<file path="src/rtl/threshold_reset_sequencer_if.sv">
// Bus bundle for threshold_reset_sequencer.
// master: the upstream side driving counter/threshold/timing/arm/abort and observing status.
// slave : the sequencer itself.
// Signals: counter, counter_vld, threshold, pre_delay, pulse_len, post_delay, arm, abort (to sequencer);
//          reset_pulse, busy, done, match_count (from sequencer).
interface threshold_reset_sequencer_if #(
    parameter int unsigned CNT_W = 16,
    parameter int unsigned DLY_W = 4
);
    logic [CNT_W-1:0] counter;
    logic             counter_vld;
    logic [CNT_W-1:0] threshold;
    logic [DLY_W-1:0] pre_delay;
    logic [DLY_W-1:0] pulse_len;
    logic [DLY_W-1:0] post_delay;
    logic             arm;
    logic             abort;
    logic             reset_pulse;
    logic             busy;
    logic             done;
    logic [7:0]       match_count;

    modport master (
        output counter, counter_vld, threshold, pre_delay, pulse_len, post_delay, arm, abort,
        input  reset_pulse, busy, done, match_count
    );

    modport slave (
        input  counter, counter_vld, threshold, pre_delay, pulse_len, post_delay, arm, abort,
        output reset_pulse, busy, done, match_count
    );
endinterface

</file>
<file path="src/rtl/threshold_reset_sequencer.sv">
// Threshold-triggered reset sequencer.
// Once armed, waits for counter == threshold (with counter_vld), then runs
// pre-delay -> reset pulse -> post-delay and strobes done on completion.
// Ports: clk, reset_n (async active-low), bus (slave modport) carrying
//        counter/counter_vld/threshold/pre_delay/pulse_len/post_delay/arm/abort
//        in and reset_pulse/busy/done/match_count out (all outputs registered).
module threshold_reset_sequencer #(
    parameter int unsigned CNT_W = 16,
    parameter int unsigned DLY_W = 4
) (
    input  logic                         clk,
    input  logic                         reset_n,
    threshold_reset_sequencer_if.slave   bus
);

    localparam int unsigned MC_W = 8;

    typedef enum logic [2:0] {
        IDLE      = 3'd0,
        ARMED     = 3'd1,
        PRE_WAIT  = 3'd2,
        PULSE     = 3'd3,
        POST_WAIT = 3'd4
    } state_t;

    state_t            state_q, state_d;
    logic [DLY_W-1:0]  timer_q, timer_d;
    logic [DLY_W-1:0]  pre_q, pre_d;
    logic [DLY_W-1:0]  len_q, len_d;
    logic [DLY_W-1:0]  post_q, post_d;
    logic              go_q, go_d;
    logic              pulse_q, pulse_d;
    logic              busy_q, busy_d;
    logic              done_q, done_d;
    logic [MC_W-1:0]   cnt_q, cnt_d;

    logic [CNT_W-1:0]  counter_c;
    logic [CNT_W-1:0]  threshold_c;
    logic              match_c;
    logic [DLY_W-1:0]  len_m1_c;

    assign counter_c   = bus.counter;
    assign threshold_c = bus.threshold;
    assign match_c     = bus.counter_vld && (counter_c == threshold_c);

    // Pulse length of zero still yields a one-cycle pulse.
    assign len_m1_c = (len_q == '0) ? '0 : len_q - DLY_W'(1);

    // State and output registers.
    always_ff @(posedge clk or negedge reset_n) begin
        if (!reset_n) begin
            state_q <= IDLE;
            timer_q <= '0;
            pre_q   <= '0;
            len_q   <= '0;
            post_q  <= '0;
            go_q    <= 1'b0;
            pulse_q <= 1'b0;
            busy_q  <= 1'b0;
            done_q  <= 1'b0;
            cnt_q   <= '0;
        end else begin
            state_q <= state_d;
            timer_q <= timer_d;
            pre_q   <= pre_d;
            len_q   <= len_d;
            post_q  <= post_d;
            go_q    <= go_d;
            pulse_q <= pulse_d;
            busy_q  <= busy_d;
            done_q  <= done_d;
            cnt_q   <= cnt_d;
        end
    end

    // Next-state and next-output logic.
    // An accepted match sets go_q and the sequence launches one edge later,
    // so the pulse starts pre_delay+1 edges after the match edge.
    always_comb begin
        state_d = state_q;
        timer_d = timer_q;
        pre_d   = pre_q;
        len_d   = len_q;
        post_d  = post_q;
        go_d    = go_q;
        cnt_d   = cnt_q;
        done_d  = 1'b0;

        if (state_q != IDLE && bus.abort) begin
            state_d = IDLE;
            timer_d = '0;
            go_d    = 1'b0;
        end else begin
            unique case (state_q)
                IDLE: begin
                    if (bus.arm && !bus.abort) begin
                        state_d = ARMED;
                    end
                end
                ARMED: begin
                    if (go_q) begin
                        go_d = 1'b0;
                        if (pre_q != '0) begin
                            state_d = PRE_WAIT;
                            timer_d = pre_q - DLY_W'(1);
                        end else begin
                            state_d = PULSE;
                            timer_d = len_m1_c;
                        end
                    end else if (match_c) begin
                        go_d   = 1'b1;
                        pre_d  = bus.pre_delay;
                        len_d  = bus.pulse_len;
                        post_d = bus.post_delay;
                        if (cnt_q != {MC_W{1'b1}}) begin
                            cnt_d = cnt_q + MC_W'(1);
                        end
                    end
                end
                PRE_WAIT: begin
                    if (timer_q == '0) begin
                        state_d = PULSE;
                        timer_d = len_m1_c;
                    end else begin
                        timer_d = timer_q - DLY_W'(1);
                    end
                end
                PULSE: begin
                    if (timer_q == '0) begin
                        if (post_q != '0) begin
                            state_d = POST_WAIT;
                            timer_d = post_q - DLY_W'(1);
                        end else begin
                            state_d = IDLE;
                            done_d  = 1'b1;
                        end
                    end else begin
                        timer_d = timer_q - DLY_W'(1);
                    end
                end
                POST_WAIT: begin
                    if (timer_q == '0) begin
                        state_d = IDLE;
                        done_d  = 1'b1;
                    end else begin
                        timer_d = timer_q - DLY_W'(1);
                    end
                end
                default: begin
                    state_d = IDLE;
                    timer_d = '0;
                    go_d    = 1'b0;
                end
            endcase
        end

        pulse_d = (state_d == PULSE);
        busy_d  = (state_d == PRE_WAIT) || (state_d == PULSE) || (state_d == POST_WAIT);
    end

    assign bus.reset_pulse = pulse_q;
    assign bus.busy        = busy_q;
    assign bus.done        = done_q;
    assign bus.match_count = cnt_q;

endmodule

</file>
<file path="src/flat_wrapper.sv">
// flat-port wrapper written by rule: the top's interface ports become plain ports
module threshold_reset_sequencer_flat 
#(
    parameter int unsigned CNT_W = 16,
    parameter int unsigned DLY_W = 4
)
  (clk, reset_n, bus_counter, bus_counter_vld, bus_threshold, bus_pre_delay, bus_pulse_len, bus_post_delay, bus_arm, bus_abort, bus_reset_pulse, bus_busy, bus_done, bus_match_count);
  threshold_reset_sequencer_if #(.CNT_W(CNT_W), .DLY_W(DLY_W)) bus_i ();
  input  logic clk;
  input  logic reset_n;
  input wire logic [$bits(bus_i.counter)-1:0] bus_counter;
  input wire logic [$bits(bus_i.counter_vld)-1:0] bus_counter_vld;
  input wire logic [$bits(bus_i.threshold)-1:0] bus_threshold;
  input wire logic [$bits(bus_i.pre_delay)-1:0] bus_pre_delay;
  input wire logic [$bits(bus_i.pulse_len)-1:0] bus_pulse_len;
  input wire logic [$bits(bus_i.post_delay)-1:0] bus_post_delay;
  input wire logic [$bits(bus_i.arm)-1:0] bus_arm;
  input wire logic [$bits(bus_i.abort)-1:0] bus_abort;
  output wire logic [$bits(bus_i.reset_pulse)-1:0] bus_reset_pulse;
  output wire logic [$bits(bus_i.busy)-1:0] bus_busy;
  output wire logic [$bits(bus_i.done)-1:0] bus_done;
  output wire logic [$bits(bus_i.match_count)-1:0] bus_match_count;
  assign bus_i.counter = bus_counter;
  assign bus_i.counter_vld = bus_counter_vld;
  assign bus_i.threshold = bus_threshold;
  assign bus_i.pre_delay = bus_pre_delay;
  assign bus_i.pulse_len = bus_pulse_len;
  assign bus_i.post_delay = bus_post_delay;
  assign bus_i.arm = bus_arm;
  assign bus_i.abort = bus_abort;
  assign bus_reset_pulse = bus_i.reset_pulse;
  assign bus_busy = bus_i.busy;
  assign bus_done = bus_i.done;
  assign bus_match_count = bus_i.match_count;
  threshold_reset_sequencer #(.CNT_W(CNT_W), .DLY_W(DLY_W)) u_core (.clk(clk), .reset_n(reset_n), .bus(bus_i));
endmodule
</file>
<file path="config.mk">
export PLATFORM = sky130hd
export DESIGN_NAME = threshold_reset_sequencer_flat
export DESIGN_NICKNAME = d
export VERILOG_FILES = /design/src/rtl/threshold_reset_sequencer_if.sv /design/src/rtl/threshold_reset_sequencer.sv /design/src/flat_wrapper.sv
export SDC_FILE = /design/constraint.sdc
export NUM_CORES = 1
export LEC_CHECK = 0
export ABC_AREA = 0
export BUFFER_PORTS_ARGS = -buffer_cell sky130_fd_sc_hd__buf_2
export CORE_ASPECT_RATIO = 1.25
export CORE_MARGIN = 2
export CORE_UTILIZATION = 40
export CTS_CLUSTER_DIAMETER = 120
export DETAILED_ROUTE_END_ITERATION = 16
export GPL_TIMING_DRIVEN = 1
export PLACE_DENSITY = 0.77
export SLEW_MARGIN = 10
export SYNTH_ARGS = -nofsm -noshare
export SYNTH_HDL_FRONTEND = slang
export SYNTH_SLANG_ARGS = --single-unit
</file>
<file path="constraint.sdc">
create_clock -name clk -period 1.7 [get_ports clk]
set_input_delay 0 -clock clk [delete_from_list [all_inputs] [get_ports clk]]
set_output_delay 0 -clock clk [all_outputs]
set_load 0.005 [all_outputs]
</file>
==> flow_summary.ini <==
[outcome]
status = complete, but fails checks
violations = negative setup slack

[synth]
muxShareOfSynthArea_pct = 10.3
synth-edff-count = 0
synthFlopType = dfrtp_1
seq_area_frac_synth_pct = 37.7
yosys_warnings = 0
ys_ff_latch = 31
async_flop_share_pct = 100
synth-simple-area-share_pct = 18.8
yosys.area_share.adder_pct = 4.86
synth-compound-area-share_pct = 13.3
synth_top_family_by_area = simple AND/OR/NAND/NOR gates
syn_avg_cell_area_um2 = 10.3
ys_types = 48
netlist_instances = 200
syn_nets = 257
synth_area_um2 = 2060
synth_xor_area_share_pct = 11.5

[route]
antenna_left = 0
drt-initial-drc-count = 80
drc = 0
wl_per_cell_um = 13.3
routed-via-count = 1878
totalWireLength_um = 4920
via_per_inst = 5.08
drt_pre_antenna_iters = 4

[grt]
antenna_found_initial = 0
grt_use_total_pct = 19.2
grt_start_max_net_pins = 32
grt_overflow = 0
grt_pass1_wl_um = 8450
grt_pass1_vias = 1937

[clocking]
cts_sinks = 31
path_clk_slew_ps = 70
cts_inserted_buffers = 5
cts_root_buf = clkbuf_8
insertion_delay_ps = 290
htreeDepth = 2
clockBufferDepth = 2
cts_tree = built

[setup_path]
critPathRequiredTime_ps = 1880
critPathMaxStageDelay_ps = 400
critPathArrivalTime_ps = 1980
cp-end-kind = flip-flop
cp_max_fo = 3
cp_top_family = compound AO/OA/AOI/OAI gates
crit_chain = inv_2 > ha_4 > or3b_4 > a22oi_4 > nor2_2 > a311o_1 > a32o_1
crit_slowest_cell = dfrtp_1
critPathBufInv = 1
critPathKind = flip-flop to flip-flop
critPathLaunchType = flip-flop

[pwr]
power_mw = 1.73
power.density_nw_per_um2 = 584
peakVddDrop_mv = 0.338
p_leak_nw = 1.48

[floorplan]
die-height_um = 84.2
core_um2 = 5010
design.die.area_um2 = 5740
die_x_um = 68.2
initial_core_util_pct = 41.1
num_io_pins = 60
rows = 29

[timing]
finalSetupViolCount = 4
finClkSkew_ps = 10.3
fin_ws_ps = -98.6
fin_crit_ps = 1800
clock.fmax_ghz = 0.556
fin_hold_ws_ps = 79.0
maxSlewHeadroom_pct = 52.9
fin_setup_tns_ps = -268
rsz0062_at_grt = true
tightest_slew_ps = 706
fin_crit_sh_pct = 106
slew_viol_final = 0
hold_viol_final = 0

[job]
drv_cap = 0

[final_layout]
fin_cells = 370
diodes = 0
layout.nets = 364
drive_above_1_share_pct = 44.8
syn2layout_area_growth_pct = 43.6
n_fill_cell = 413

[placed_design]
portBuffers = 59
post-place-cells = 346
dpl_worst_slack_ps = -164
hpwl_um = 3640
gp_congestion = 0.822

[min_path]
hold_class = input port to flip-flop
-- flip-flops by register name, indices dropped and copies added, names as in the netlist --
signal,count
u_core.bus.match_count,8
u_core.len_q,4
u_core.post_q,4
u_core.pre_q,4
u_core.timer_q,4
u_core.state_q,3
u_core.bus.busy,1
u_core.bus.done,1
u_core.bus.reset_pulse,1
u_core.go_q,1
-- final timing paths --
path / startpoint / endpoint / slack (ps) / depth (start not counted)
min reg2reg: u_core.bus.match_count[5]$_DFFE_PN0P_ / u_core.bus.match_count[5]$_DFFE_PN0P_ / 520 / 1
min in group asynchronous: reset_n / u_core.pre_q[2]$_DFFE_PN0P_ / 300 / 2
min: bus_abort / u_core.state_q[2]$_DFF_PN0_ / 80 / 2
max in group asynchronous: reset_n / u_core.state_q[0]$_DFF_PN0_ / 900 / 2
max: u_core.timer_q[1]$_DFFE_PN0P_ / u_core.timer_q[3]$_DFFE_PN0P_ / -100 / 7
max reg2reg: u_core.timer_q[1]$_DFFE_PN0P_ / u_core.timer_q[3]$_DFFE_PN0P_ / -100 / 7
-- worst register-to-register path: stages (launching register included) --
cell     delay, ps
dfrtp_1        400
inv_2           90
ha_4           130
or3b_4         390
a22oi_4        160
nor2_2          40
a311o_1        270
a32o_1         210
-- area by class of cell --
cell class | instances | area, µm² | area share, %
clock buffers | 7 | 96.3 | 3.26
clock inverters | 1 | 7.51 | 0.254
inverters | 11 | 41.3 | 1.40
multi-input cells | 153 | 1280 | 43.4
flip-flops and latches | 31 | 777 | 26.3
well taps | 62 | 77.6 | 2.62
repair buffers | 105 | 673 | 22.8
-- per-stage QoR --
step | utilization [%] | cell area, µm²
floorplan | - | 2060
global placement | 52.4 | 2630
detailed placement | 52.4 | 2630
CTS | 58.4 | 2930
global route | 59.0 | 2960
finish | 59.0 | 2960
-- synthesized netlist by cell type, types with 2 or more instances --
| cell type | number | area [µm²] |
|---|---|---|
| mux2_2 | 6 | 67.6 |
| and3_1 | 4 | 25.0 |
| nor2_1 | 10 | 37.5 |
| o21ai_0 | 3 | 15.0 |
| mux2_4 | 9 | 135 |
| o22a_1 | 2 | 17.5 |
| ha_1 | 8 | 100 |
| o22ai_1 | 3 | 18.8 |
| a211oi_1 | 2 | 15.0 |
| xnor2_1 | 26 | 228 |
| a21oi_1 | 8 | 40.0 |
| nor3_1 | 7 | 35.0 |
| buf_2 | 2 | 10.0 |
| nand2_1 | 12 | 45.0 |
| nor2b_1 | 3 | 18.8 |
| o221ai_1 | 2 | 17.5 |
| nor3b_1 | 2 | 15.0 |
| nand3_1 | 8 | 40.0 |
| a211o_1 | 2 | 17.5 |
| nand4_1 | 9 | 56.3 |
| nand2b_1 | 3 | 18.8 |
| inv_1 | 11 | 41.3 |
| a22o_1 | 3 | 26.3 |
| dfrtp_1 | 31 | 776 |
-- repair_timing --
| item | CTS | global route |
|---|---|---|
| gates resized for setup | 11 | 7 |
| pin swaps | 2 | 5 |
| setup endpoints to repair | 18 | 20 |
| endpoints found under the hold margin | 43 | 0 |
| hold buffers | 13 | 0 |
| gates cloned | 0 | 0 |
| setup buffers | 2 | 1 |
-- power by group --
group,switching [mW],internal [mW]
clock network,0.295,0.368
registers,0.0113,0.745
logic,0.147,0.162
-- layer usage --
metal  wire length (µm)  vias to the layer above  track usage, %
met5                  0                        -               0
met4                 76                        0            6.18
met3                202                        8            4.16
met2               2640                       51            33.2
met1               2000                      887            23.1
li1                   -                      932               -
-- placed cells by master, fill, tap and decap left out, drive strengths merged, types with 2 or more instances in the layout --
master and n:
ha 8, o21ai 3, nor2 12, a21oi 8, dfrtp 31, a211oi 2
nand3 8, nand2 13, nand2b 3, clkbuf 7, a22o 3, o221ai 2
nor3 8, nand4 9, o22a 2, a211o 2, buf 92, a22oi 2
o22ai 3, inv 11, nor3b 4, mux2 15, and3 4, dlygate4sd3 13
xnor2 26, nor2b 3
-- kinds of logic after synthesis --
kind of cell,after synthesis
buffers and inverters,16
AO/OA/AOI/OAI,35
XOR/XNOR,27
adder cells (fa/ha/maj),8
flip-flops,31
multiplexers,16
AND/OR/NAND/NOR,67
Power figures use the tool's default switching activity.
